`config.mk`:
```
export PLATFORM = sky130hd
export DESIGN_NAME = fpu_sub_seq
export DESIGN_NICKNAME = d
export VERILOG_FILES = /design/src/rtl/fpu_pkg.sv /design/src/rtl/fpu_unpack.sv /design/src/rtl/fpu_sub_seq.sv
export SDC_FILE = /design/constraint.sdc
export NUM_CORES = 1
export LEC_CHECK = 0
export BUFFER_PORTS_ARGS = -buffer_cell sky130_fd_sc_hd__buf_4
export CAP_MARGIN = 0
export CORE_ASPECT_RATIO = 0.5
export CORE_MARGIN = 3
export CORE_UTILIZATION = 60
export DETAILED_ROUTE_END_ITERATION = 10
export PLACE_DENSITY = 0.8
export SLEW_MARGIN = 20
export SYNTH_ARGS = -nofsm -noshare
export SYNTH_HDL_FRONTEND = slang
export SYNTH_SLANG_ARGS = --single-unit
```
`constraint.sdc`:
```
create_clock -name clk -period 11.1 [get_ports clk]
set_input_delay 1.11 -clock clk [delete_from_list [all_inputs] [get_ports clk]]
set_output_delay 1.11 -clock clk [all_outputs]
set_load 0.005 [all_outputs]
```
`src/rtl/fpu_pkg.sv`:
```
// Shared FPU definitions: controller states and IEEE-754 single-precision constants.
package fpu_pkg;

  localparam int unsigned EXP_W = 8;
  localparam int unsigned MAN_W = 23;
  localparam int unsigned BIAS  = 127;

  localparam logic [31:0] QNAN     = 32'h7FC0_0000;
  localparam logic [31:0] POS_ZERO = 32'h0000_0000;
  localparam logic [7:0]  EXP_MAX  = 8'hFF;

  typedef enum logic [2:0] {
    IDLE,
    UNPACK,
    ALIGN,
    ADDSUB,
    NORM,
    DONE
  } fsm_state_e;

endpackage

```
`src/rtl/fpu_unpack.sv`:
```
// Splits an IEEE-754 word into sign, exponent and mantissa with hidden bit.
// Denormals are flushed: any zero exponent reports the operand as zero.
module fpu_unpack
  import fpu_pkg::*;
#(
  parameter int unsigned EXP_W = fpu_pkg::EXP_W,
  parameter int unsigned MAN_W = fpu_pkg::MAN_W
) (
  input  logic [EXP_W+MAN_W:0] word_i,
  output logic                 sign_o,
  output logic [EXP_W-1:0]     exp_o,
  output logic [MAN_W:0]       man_o,
  output logic                 is_zero_o,
  output logic                 is_special_o
);

  always_comb begin
    sign_o       = word_i[EXP_W+MAN_W];
    exp_o        = word_i[EXP_W+MAN_W-1:MAN_W];
    is_zero_o    = (exp_o == '0);
    is_special_o = (exp_o == EXP_MAX);
    man_o        = is_zero_o ? '0 : {1'b1, word_i[MAN_W-1:0]};
  end

endmodule

```
`src/rtl/fpu_sub_seq.sv`:
```
// Multicycle single-precision subtractor (result = a - b), truncating, with
// one-bit-per-cycle alignment and normalization behind a start/done handshake.
module fpu_sub_seq
  import fpu_pkg::*;
#(
  parameter int unsigned EXP_W = fpu_pkg::EXP_W,
  parameter int unsigned MAN_W = fpu_pkg::MAN_W
) (
  input  logic                 clk,
  input  logic                 reset,
  input  logic                 start,
  input  logic [EXP_W+MAN_W:0] a,
  input  logic [EXP_W+MAN_W:0] b,
  output logic                 busy,
  output logic                 done,
  output logic [EXP_W+MAN_W:0] result
);

  localparam int unsigned W = EXP_W + MAN_W + 1;
  localparam logic [EXP_W-1:0] ALIGN_LIM = EXP_W'(MAN_W + 1);
  localparam logic [EXP_W:0]   EXP_ONE   = (EXP_W + 1)'(1);
  localparam logic [EXP_W:0]   EXP_INF   = {1'b0, {EXP_W{1'b1}}};

  typedef logic [MAN_W+1:0] man_t;

  fsm_state_e       state_q, state_d;
  logic [W-1:0]     a_q, a_d, b_q, b_d, result_q, result_d;
  logic             sign_q, sign_d, add_q, add_d;
  logic [EXP_W:0]   exp_q, exp_d;
  logic [EXP_W-1:0] diff_q, diff_d;
  man_t             man_q, man_d, small_q, small_d;

  logic             a_sign, b_sign, a_zero, b_zero, a_spec, b_spec;
  logic [EXP_W-1:0] a_exp, b_exp;
  logic [MAN_W:0]   a_man, b_man;
  logic             sb_eff, a_ge_b;
  man_t             sum;

  fpu_unpack #(.EXP_W(EXP_W), .MAN_W(MAN_W)) u_unpack_a (
    .word_i      (a_q),
    .sign_o      (a_sign),
    .exp_o       (a_exp),
    .man_o       (a_man),
    .is_zero_o   (a_zero),
    .is_special_o(a_spec)
  );

  fpu_unpack #(.EXP_W(EXP_W), .MAN_W(MAN_W)) u_unpack_b (
    .word_i      (b_q),
    .sign_o      (b_sign),
    .exp_o       (b_exp),
    .man_o       (b_man),
    .is_zero_o   (b_zero),
    .is_special_o(b_spec)
  );

  always_comb begin
    state_d  = state_q;
    a_d      = a_q;
    b_d      = b_q;
    result_d = result_q;
    sign_d   = sign_q;
    add_d    = add_q;
    exp_d    = exp_q;
    diff_d   = diff_q;
    man_d    = man_q;
    small_d  = small_q;

    sb_eff = ~b_sign;
    a_ge_b = (a_q[W-2:0] >= b_q[W-2:0]);
    sum    = add_q ? (man_q + small_q) : (man_q - small_q);

    unique case (state_q)
      IDLE: begin
        if (start) begin
          a_d     = a;
          b_d     = b;
          state_d = UNPACK;
        end
      end

      UNPACK: begin
        state_d = DONE;
        if (a_spec || b_spec) begin
          result_d = QNAN;
        end else if (a_zero && b_zero) begin
          result_d = POS_ZERO;
        end else if (a_zero) begin
          result_d = {sb_eff, b_q[W-2:0]};
        end else if (b_zero) begin
          result_d = a_q;
        end else begin
          // magnitude ordering keeps the subtract path non-negative
          add_d   = (a_sign == sb_eff);
          state_d = ALIGN;
          if (a_ge_b) begin
            sign_d  = a_sign;
            exp_d   = {1'b0, a_exp};
            man_d   = {1'b0, a_man};
            small_d = {1'b0, b_man};
            diff_d  = a_exp - b_exp;
          end else begin
            sign_d  = sb_eff;
            exp_d   = {1'b0, b_exp};
            man_d   = {1'b0, b_man};
            small_d = {1'b0, a_man};
            diff_d  = b_exp - a_exp;
          end
        end
      end

      ALIGN: begin
        if (diff_q == '0) begin
          state_d = ADDSUB;
        end else if (diff_q >= ALIGN_LIM) begin
          small_d = '0;
          diff_d  = '0;
          state_d = ADDSUB;
        end else begin
          small_d = small_q >> 1;
          diff_d  = diff_q - 1'b1;
          if (diff_q == EXP_W'(1)) state_d = ADDSUB;
        end
      end

      ADDSUB: begin
        if (sum == '0) begin
          result_d = POS_ZERO;
          state_d  = DONE;
        end else begin
          man_d   = sum;
          state_d = NORM;
        end
      end

      NORM: begin
        if (man_q[MAN_W+1]) begin
          man_d = man_q >> 1;
          exp_d = exp_q + EXP_ONE;
          if (exp_q + EXP_ONE == EXP_INF) begin
            result_d = {sign_q, {EXP_W{1'b1}}, {MAN_W{1'b0}}};
            state_d  = DONE;
          end
        end else if (!man_q[MAN_W]) begin
          if (exp_q == EXP_ONE) begin
            result_d = POS_ZERO;
            state_d  = DONE;
          end else begin
            man_d = man_q << 1;
            exp_d = exp_q - EXP_ONE;
          end
        end else begin
          result_d = {sign_q, exp_q[EXP_W-1:0], man_q[MAN_W-1:0]};
          state_d  = DONE;
        end
      end

      DONE: state_d = IDLE;

      default: state_d = IDLE;
    endcase
  end

  always_ff @(posedge clk or negedge reset) begin
    if (!reset) begin
      state_q  <= IDLE;
      a_q      <= '0;
      b_q      <= '0;
      result_q <= '0;
      sign_q   <= 1'b0;
      add_q    <= 1'b0;
      exp_q    <= '0;
      diff_q   <= '0;
      man_q    <= '0;
      small_q  <= '0;
    end else begin
      state_q  <= state_d;
      a_q      <= a_d;
      b_q      <= b_d;
      result_q <= result_d;
      sign_q   <= sign_d;
      add_q    <= add_d;
      exp_q    <= exp_d;
      diff_q   <= diff_d;
      man_q    <= man_d;
      small_q  <= small_d;
    end
  end

  assign busy   = (state_q != IDLE);
  assign done   = (state_q == DONE);
  assign result = result_q;

endmodule

```
==> key figures, run 1 <==
Status
  • Run status: finished, final reports clean

Floorplan
  • Die Y: 106 um
  • # rows: 36
  • Starting Density: 0.616
  • Full die area: 22000 sq um
  • Core area: 19600 sq um
  • Ports: 101
  • Die X-Extent: 207 um

Finish
  • Layout area overhead: 13.0%
  • N_diodes: 0
  • Layout fillers: 1555
  • Ratio of cells with drive above 1 in the final layout: 0.152
  • Area of the multi-input gates: 7410 sq um
  • Register area: 4180 sq um
  • Nets: 1566
  • Final core utilization: 0.696

Timing
  • Slew HR: 0.299
  • Fin crit share: 0.509
  • Clock skew: 9.23 ps
  • Fmax: 177 MHz
  • Measured slew at the worst slew-check pin: 1050 ps
  • Tmin final: 5650 ps
  • Max-slew violations: 0
  • # setup viols final: 0
  • Fin. Hold Viols: 0
  • Post-route setup TNS: 0 ps
  • WHS: 489 ps
  • RSZ-0062 raised after global routing: no

Critical path
  • Critical path class: register to register
  • Biggest cell delay along the critical path: 610 ps
  • Startpoint Class: register
  • Arrival time of the worst setup path: 5970 ps
  • Required @ worst endpoint: 11420 ps
  • CP max-delay cell: nor2_4
  • CP max FO: 18
  • Worst reg2reg setup slack: 5450 ps
  • Most common cell on crit path: a21oi_1
  • Worst setup EP type: register
  • Critical path cell sequence: or4_1 > nor2b_1 > and2_1 > a21oi_1 > xor2_1 > ha_1 > a21oi_1 > o21ai_0 > a211o_1 > xnor2_1 > nand4_1 > nor4_2 > a31oi_2 > nor2_4 > buf_16 > mux2_1

Placement
  • PortBufs: 100
  • GP Congestion: 0.994
  • HPWL Detailed: 27.7 mm

Detailed routing
  • DRC viols: 0
  • DR vias: 11200
  • WL final: 37.8 mm
  • DRT Pass-1 Iters: 7
  • Routed len/inst: 22.2 um
  • Final ANT Viol Nets: 0
  • Initial drt markers: 1334
  • Detail-routed via count per cell: 6.60

Global route
  • GRT Total Usage: 0.350
  • GRT Residual Overflow: 0
  • Vias in the first global route: 10800
  • Initial antenna violation count: 0
  • Largest net degree at the start of global routing: 67
  • Global-route wire length before repair: 59.9 mm

Synth
  • Netlist cell types: 78
  • Ys Warns: 0
  • Syn Area/Cell: 8.81 sq um
  • Synth area leaders: dfrtp_1 35%, ha_1 7.2%, o21ai_0 5.4%
  • #FFs+latches synth: 167
  • Mapped Cells: 1372
  • Count of flip-flops with a built-in enable after synthesis: 0
  • Synth area leader: dfrtp_1
  • Most used DFF post-synth: dfrtp_1
  • Seq/Total Area, Yosys: 0.346
  • Cell Area, Synth: 12100 sq um
  • Ys async rst share: 1.00
  • Synthesized Nets: 1512
  • Synth top area share: 0.346

Clock tree
  • # resized after CTS: 0
  • H-tree depth: 4
  • Setup Fix Bufs, Post-CTS: 0
  • Clock root buffer: clkbuf_16
  • CTS tree: built
  • TritonCTS buffer count: 17
  • Clock latency on the worst-skew pair: 450 ps
  • Clock-pin slew on the worst setup and hold paths: 60 ps
  • Hold buffer count at CTS: 0
  • Clock Path Buffers: 2
  • Clk sinks: 167

Hold path
  • HP Class: register to register

Job
  • Max cap viols: 0
cell type report:
| cell class | instances | share of cell area |
|---|---|---|
| clock buffer | 22 | 0.0354 |
| tap | 266 | 0.0244 |
| multi-input combinational | 1057 | 0.542 |
| inverter | 71 | 0.0195 |
| sequential | 167 | 0.306 |
| timing repair buffer | 112 | 0.0642 |
| clock inverter | 7 | 0.00870 |
synthesized netlist by cell type (all sizes together) (11+ instances only):
cell / n
a211oi: 16
a21o: 30
a21oi: 112
a22oi: 11
a31oi: 15
and2: 11
buf: 14
clkbuf: 63
dfrtp: 167
ha: 70
inv: 71
mux2: 81
mux2i: 55
nand2: 156
nand3: 16
nand4: 18
nor2: 92
nor3: 27
nor4: 11
o21ai: 131
o221ai: 30
o22ai: 13
xnor2: 23
xor2: 24
sequential cells by signal, indices dropped and copies added (netlist names):
signal / flops
exp_q: 9
b_q: 32
sign_q: 1
state_q: 3
add_q: 1
man_q: 25
diff_q: 8
small_q: 24
a_q: 32
result: 32
kinds of logic (layout without fill, tap and decap cells):
| group | after synthesis | after routing | synth area share |
|---|---|---|---|
| buf+inv | 148 | 212 | 0.0484 |
| xor+xnor | 47 | 47 | 0.0340 |
| compound gates | 428 | 428 | 0.226 |
| mux | 136 | 136 | 0.127 |
| simple gates | 373 | 373 | 0.141 |
| flops | 167 | 167 | 0.346 |
| fa+ha+maj | 73 | 73 | 0.0774 |
metrics by stage:
stage	setup WS, ps	area, sq um	std cells
global route	5160	13700	1702
floorplan	6870	12100	1372
finish	5450	13700	1702
detailed placement	5390	13000	1671
CTS	5350	13600	1700
global placement	5440	13000	1671
layout by cell type, fill, tap and decap left out, types with 29 or more instances in the layout:
cell | netlist | final
o21ai_0 | 131 | 130
nor2_1 | 91 | 88
mux2_1 | 29 | 29
a21oi_1 | 111 | 110
a21o_1 | 30 | 30
mux2i_1 | 55 | 55
ha_1 | 70 | 70
nand2_1 | 156 | 155
dfrtp_1 | 167 | 167
o221ai_1 | 30 | 30
mux2_2 | 33 | 33
inv_1 | 71 | 71
buf_4 | 3 | 109
routing by layer:
metal / vias to the layer above / share of wire / global-route usage
li1: 5117 / - / -
met1: 5455 / 0.45 / 0.495
met2: 585 / 0.44 / 0.543
met3: 76 / 0.090 / 0.0765
met4: 0 / 0.021 / 0.100
met5: - / 0 / 0
final timing paths:
path | cells after the start | end | startpoint
hold reg to reg | 1 | result[13] | result[13]
max in group asynchronous | 2 | small_q[21] | reset
hold / removal | 1 | result[13] | result[13]
min in group asynchronous | 1 | result[11] | reset
setup / recovery | 16 | result[17] | small_q[1]
setup reg to reg | 16 | result[17] | small_q[1]
critical path, delay by kind of cell, from the launching register on:
kind            cells  cell delay, ps
flops               1             420
buf+inv             1             240
mux                 1             350
xor+xnor            2             530
simple gates        6            2320
compound gates      5            1270
fa+ha+maj           1             370
Power of run 1 is left out: the tool's default activity adds up to more than one toggle a clock period on the data nets, which glitch-free logic cannot reach.
==> inputs of run 2 (changes only) <==
ABC_AREA = 1   (was not set)
CORE_UTILIZATION = 56   (was 60)
PLACE_DENSITY = 0.78   (was 0.8)
clock period = 4.94 ns   (was 11.1 ns; I/O delays follow)
==> run 2 against run 1 <==
  * Wire length rose by 10%
  * Critical endpoint is now result[26]
  * Clock skew is essentially flat
  * Global-route usage is 1.3 points lower
  * Register-to-register slack got worse by 5000 ps
  * Maximum frequency up 27%
  * Critical path depth is 12 higher
==> key figures, run 2 <==
Placement
  • PortBufs: 100
  • GP Congestion: 0.966
  • Cell Area, Placed: 13800 sq um
  • HPWL Detailed: 31.2 mm

Clock tree
  • Clk sinks: 167
  • Clock-pin slew on the worst setup and hold paths: 70 ps
  • Clock Path Buffers: 2
  • Hold buffer count at CTS: 0
  • H-tree depth: 4
  • Clock root buffer: clkbuf_16
  • CTS tree: built
  • Clock latency on the worst-skew pair: 450 ps
  • TritonCTS buffer count: 17

Synth
  • Simple-gate share of the synthesized area: 0.310
  • Compound-Gate Fraction of Synth Area: 0.158
  • Commonest cells in the netlist: 511 x nand2_1, 231 x inv_1, 167 x dfrtp_1
  • Mapped Cells: 1889
  • Most common cell in the netlist: nand2_1
  • Most used DFF post-synth: dfrtp_1
  • Netlist cell types: 50
  • Synth top area share: 0.324
  • Count of flip-flops with a built-in enable after synthesis: 0
  • Ys async rst share: 1.00
  • Syn Area/Cell: 6.83 sq um
  • Main combinational cell family by area after synthesis: simple AND/OR/NAND/NOR gates
  • Adder-cell share of the synthesized area: 0.0726
  • Ys Warns: 0
  • #FFs+latches synth: 167
  • Seq/Total Area, Yosys: 0.324
  • Cell Area, Synth: 12900 sq um
  • Area share of xor/xnor cells in the synthesized design: 0.0326
  • Synthesized Nets: 2029
  • Synth area leaders: dfrtp_1 32%, nand2_1 15%, ha_1 6.8%
  • Mux share of post-synthesis cell area: 0
  • Synth area leader: dfrtp_1

Critical path
  • Required @ worst endpoint: 5330 ps
  • Biggest cell delay along the critical path: 410 ps
  • Worst r2r src: small_q[1]
  • Worst setup EP type: register
  • Critical path class: register to register
  • Startpoint Class: register
  • Critical Path Source: small_q[1]
  • CP max-delay cell: dfrtp_1
  • CP max FO: 20
  • Arrival time of the worst setup path: 4830 ps
  • Most common cell on crit path: nand2_1

Timing
  • Tmin final: 4450 ps
  • # setup viols final: 0
  • Measured slew at the worst slew-check pin: 956 ps
  • Max-slew violations: 0
  • Fmax: 225 MHz
  • Slew HR: 0.362
  • Fin. Hold Viols: 0
  • Clock skew: 9.60 ps
  • Fin crit share: 0.900

Finish
  • Most common cell after layout, fill and taps aside: nand2_1
  • Layout fillers: 2051
  • Ratio of cells with drive above 1 in the final layout: 0.100
  • Design area: 14400 sq um
  • Layout area overhead: 11.9%
  • N_diodes: 0
  • Most frequent cells in the layout: 511 x nand2_1, 231 x inv_1, 167 x dfrtp_1
  • Nets: 2084

Global route
  • Largest net degree at the start of global routing: 93
  • GRT Total Usage: 0.337
  • Global-route wire length before repair: 65.3 mm
  • Vias in the first global route: 12300
  • GRT Residual Overflow: 0
  • Initial antenna violation count: 1

Floorplan
  • Ports: 101
  • Core area: 22200 sq um
  • Full die area: 25000 sq um
  • Die Y: 113 um
  • Starting Density: 0.582
  • # rows: 38
  • Die X-Extent: 221 um

Detailed routing
  • Detail-routed via count per cell: 5.92
  • WL final: 41.8 mm
  • DRT Pass-1 Iters: 8
  • Routed len/inst: 18.5 um
  • Initial drt markers: 1441
  • DRC viols: 0
  • DR vias: 13400
  • Final ANT Viol Nets: 0

Job
  • Max cap viols: 0

Status
  • Run status: finished, final reports clean

Hold path
  • HP Class: primary input to asynchronous set/reset pin
==> run 2: final cells by class <==
type                    count  area, sq um  share of cell area
multi-input cells        1391         7440               0.516
flip-flops and latches    167         4180               0.290
repair buffers            123          931              0.0645
inverters                 244          916              0.0635
clock buffers              19          443              0.0307
well taps                 300          375              0.0260
clock inverters            13          145              0.0101
==> run 2: stage by stage <==
step	cells	setup TNS (ps)	utilization	hold slack [ps]	setup slack [ps]
after floorplan	1889	0	-	198	1180
after global placement	2223	0	0.622	457	530
after detailed placement	2223	0	0.622	459	381
after CTS	2255	0	0.649	180	338
after global routing	2257	-6.95	0.651	224	-6.95
final	2257	0	0.651	144	494
==> run 2: worst max-delay path, delay by kind of cell, from the launching register on <==
kind | cells | cell delay (ps)
adder cells (fa/ha/maj) | 2 | 560
XOR/XNOR | 1 | 110
AO/OA/AOI/OAI | 3 | 570
flip-flops | 1 | 410
AND/OR/NAND/NOR | 18 | 2290
buffers and inverters | 4 | 430
==> run 2: final timing paths <==
check                              to  slack [ps]  cells after the start
min                         result[5]         140                      1
max                        result[26]         490                     28
min reg2reg                result[28]         470                      2
max in group asynchronous   diff_q[6]        3650                      2
max reg2reg                result[26]         490                     28
min in group clk               a_q[1]         290                      3
==> run 2: repair_timing <==
item / in CTS / in global routing
gates resized for setup: 0 / 6
setup endpoints to repair: 0 / 56
setup buffers: 0 / 2
==> run 2: logic make-up (layout without fill, tap and decap cells) <==
logic type	after synthesis	count (layout)
flops	167	167
buf+inv	331	399
fa+ha+maj	73	73
xor+xnor	48	48
simple gates	922	922
compound gates	348	348
==> run 2: layer usage <==
layer  routed length [um]  vias to the layer above  part of all wire  track usage
met2                17400                      682              0.42        0.486
met1                17700                     6217              0.42        0.468
met3                 5350                       89              0.13        0.125
met5                   15                        -           0.00036            0
li1                     -                     6376                 -            -
met4                 1300                        2             0.031        0.111
Power of run 2 is left out for the same reason.
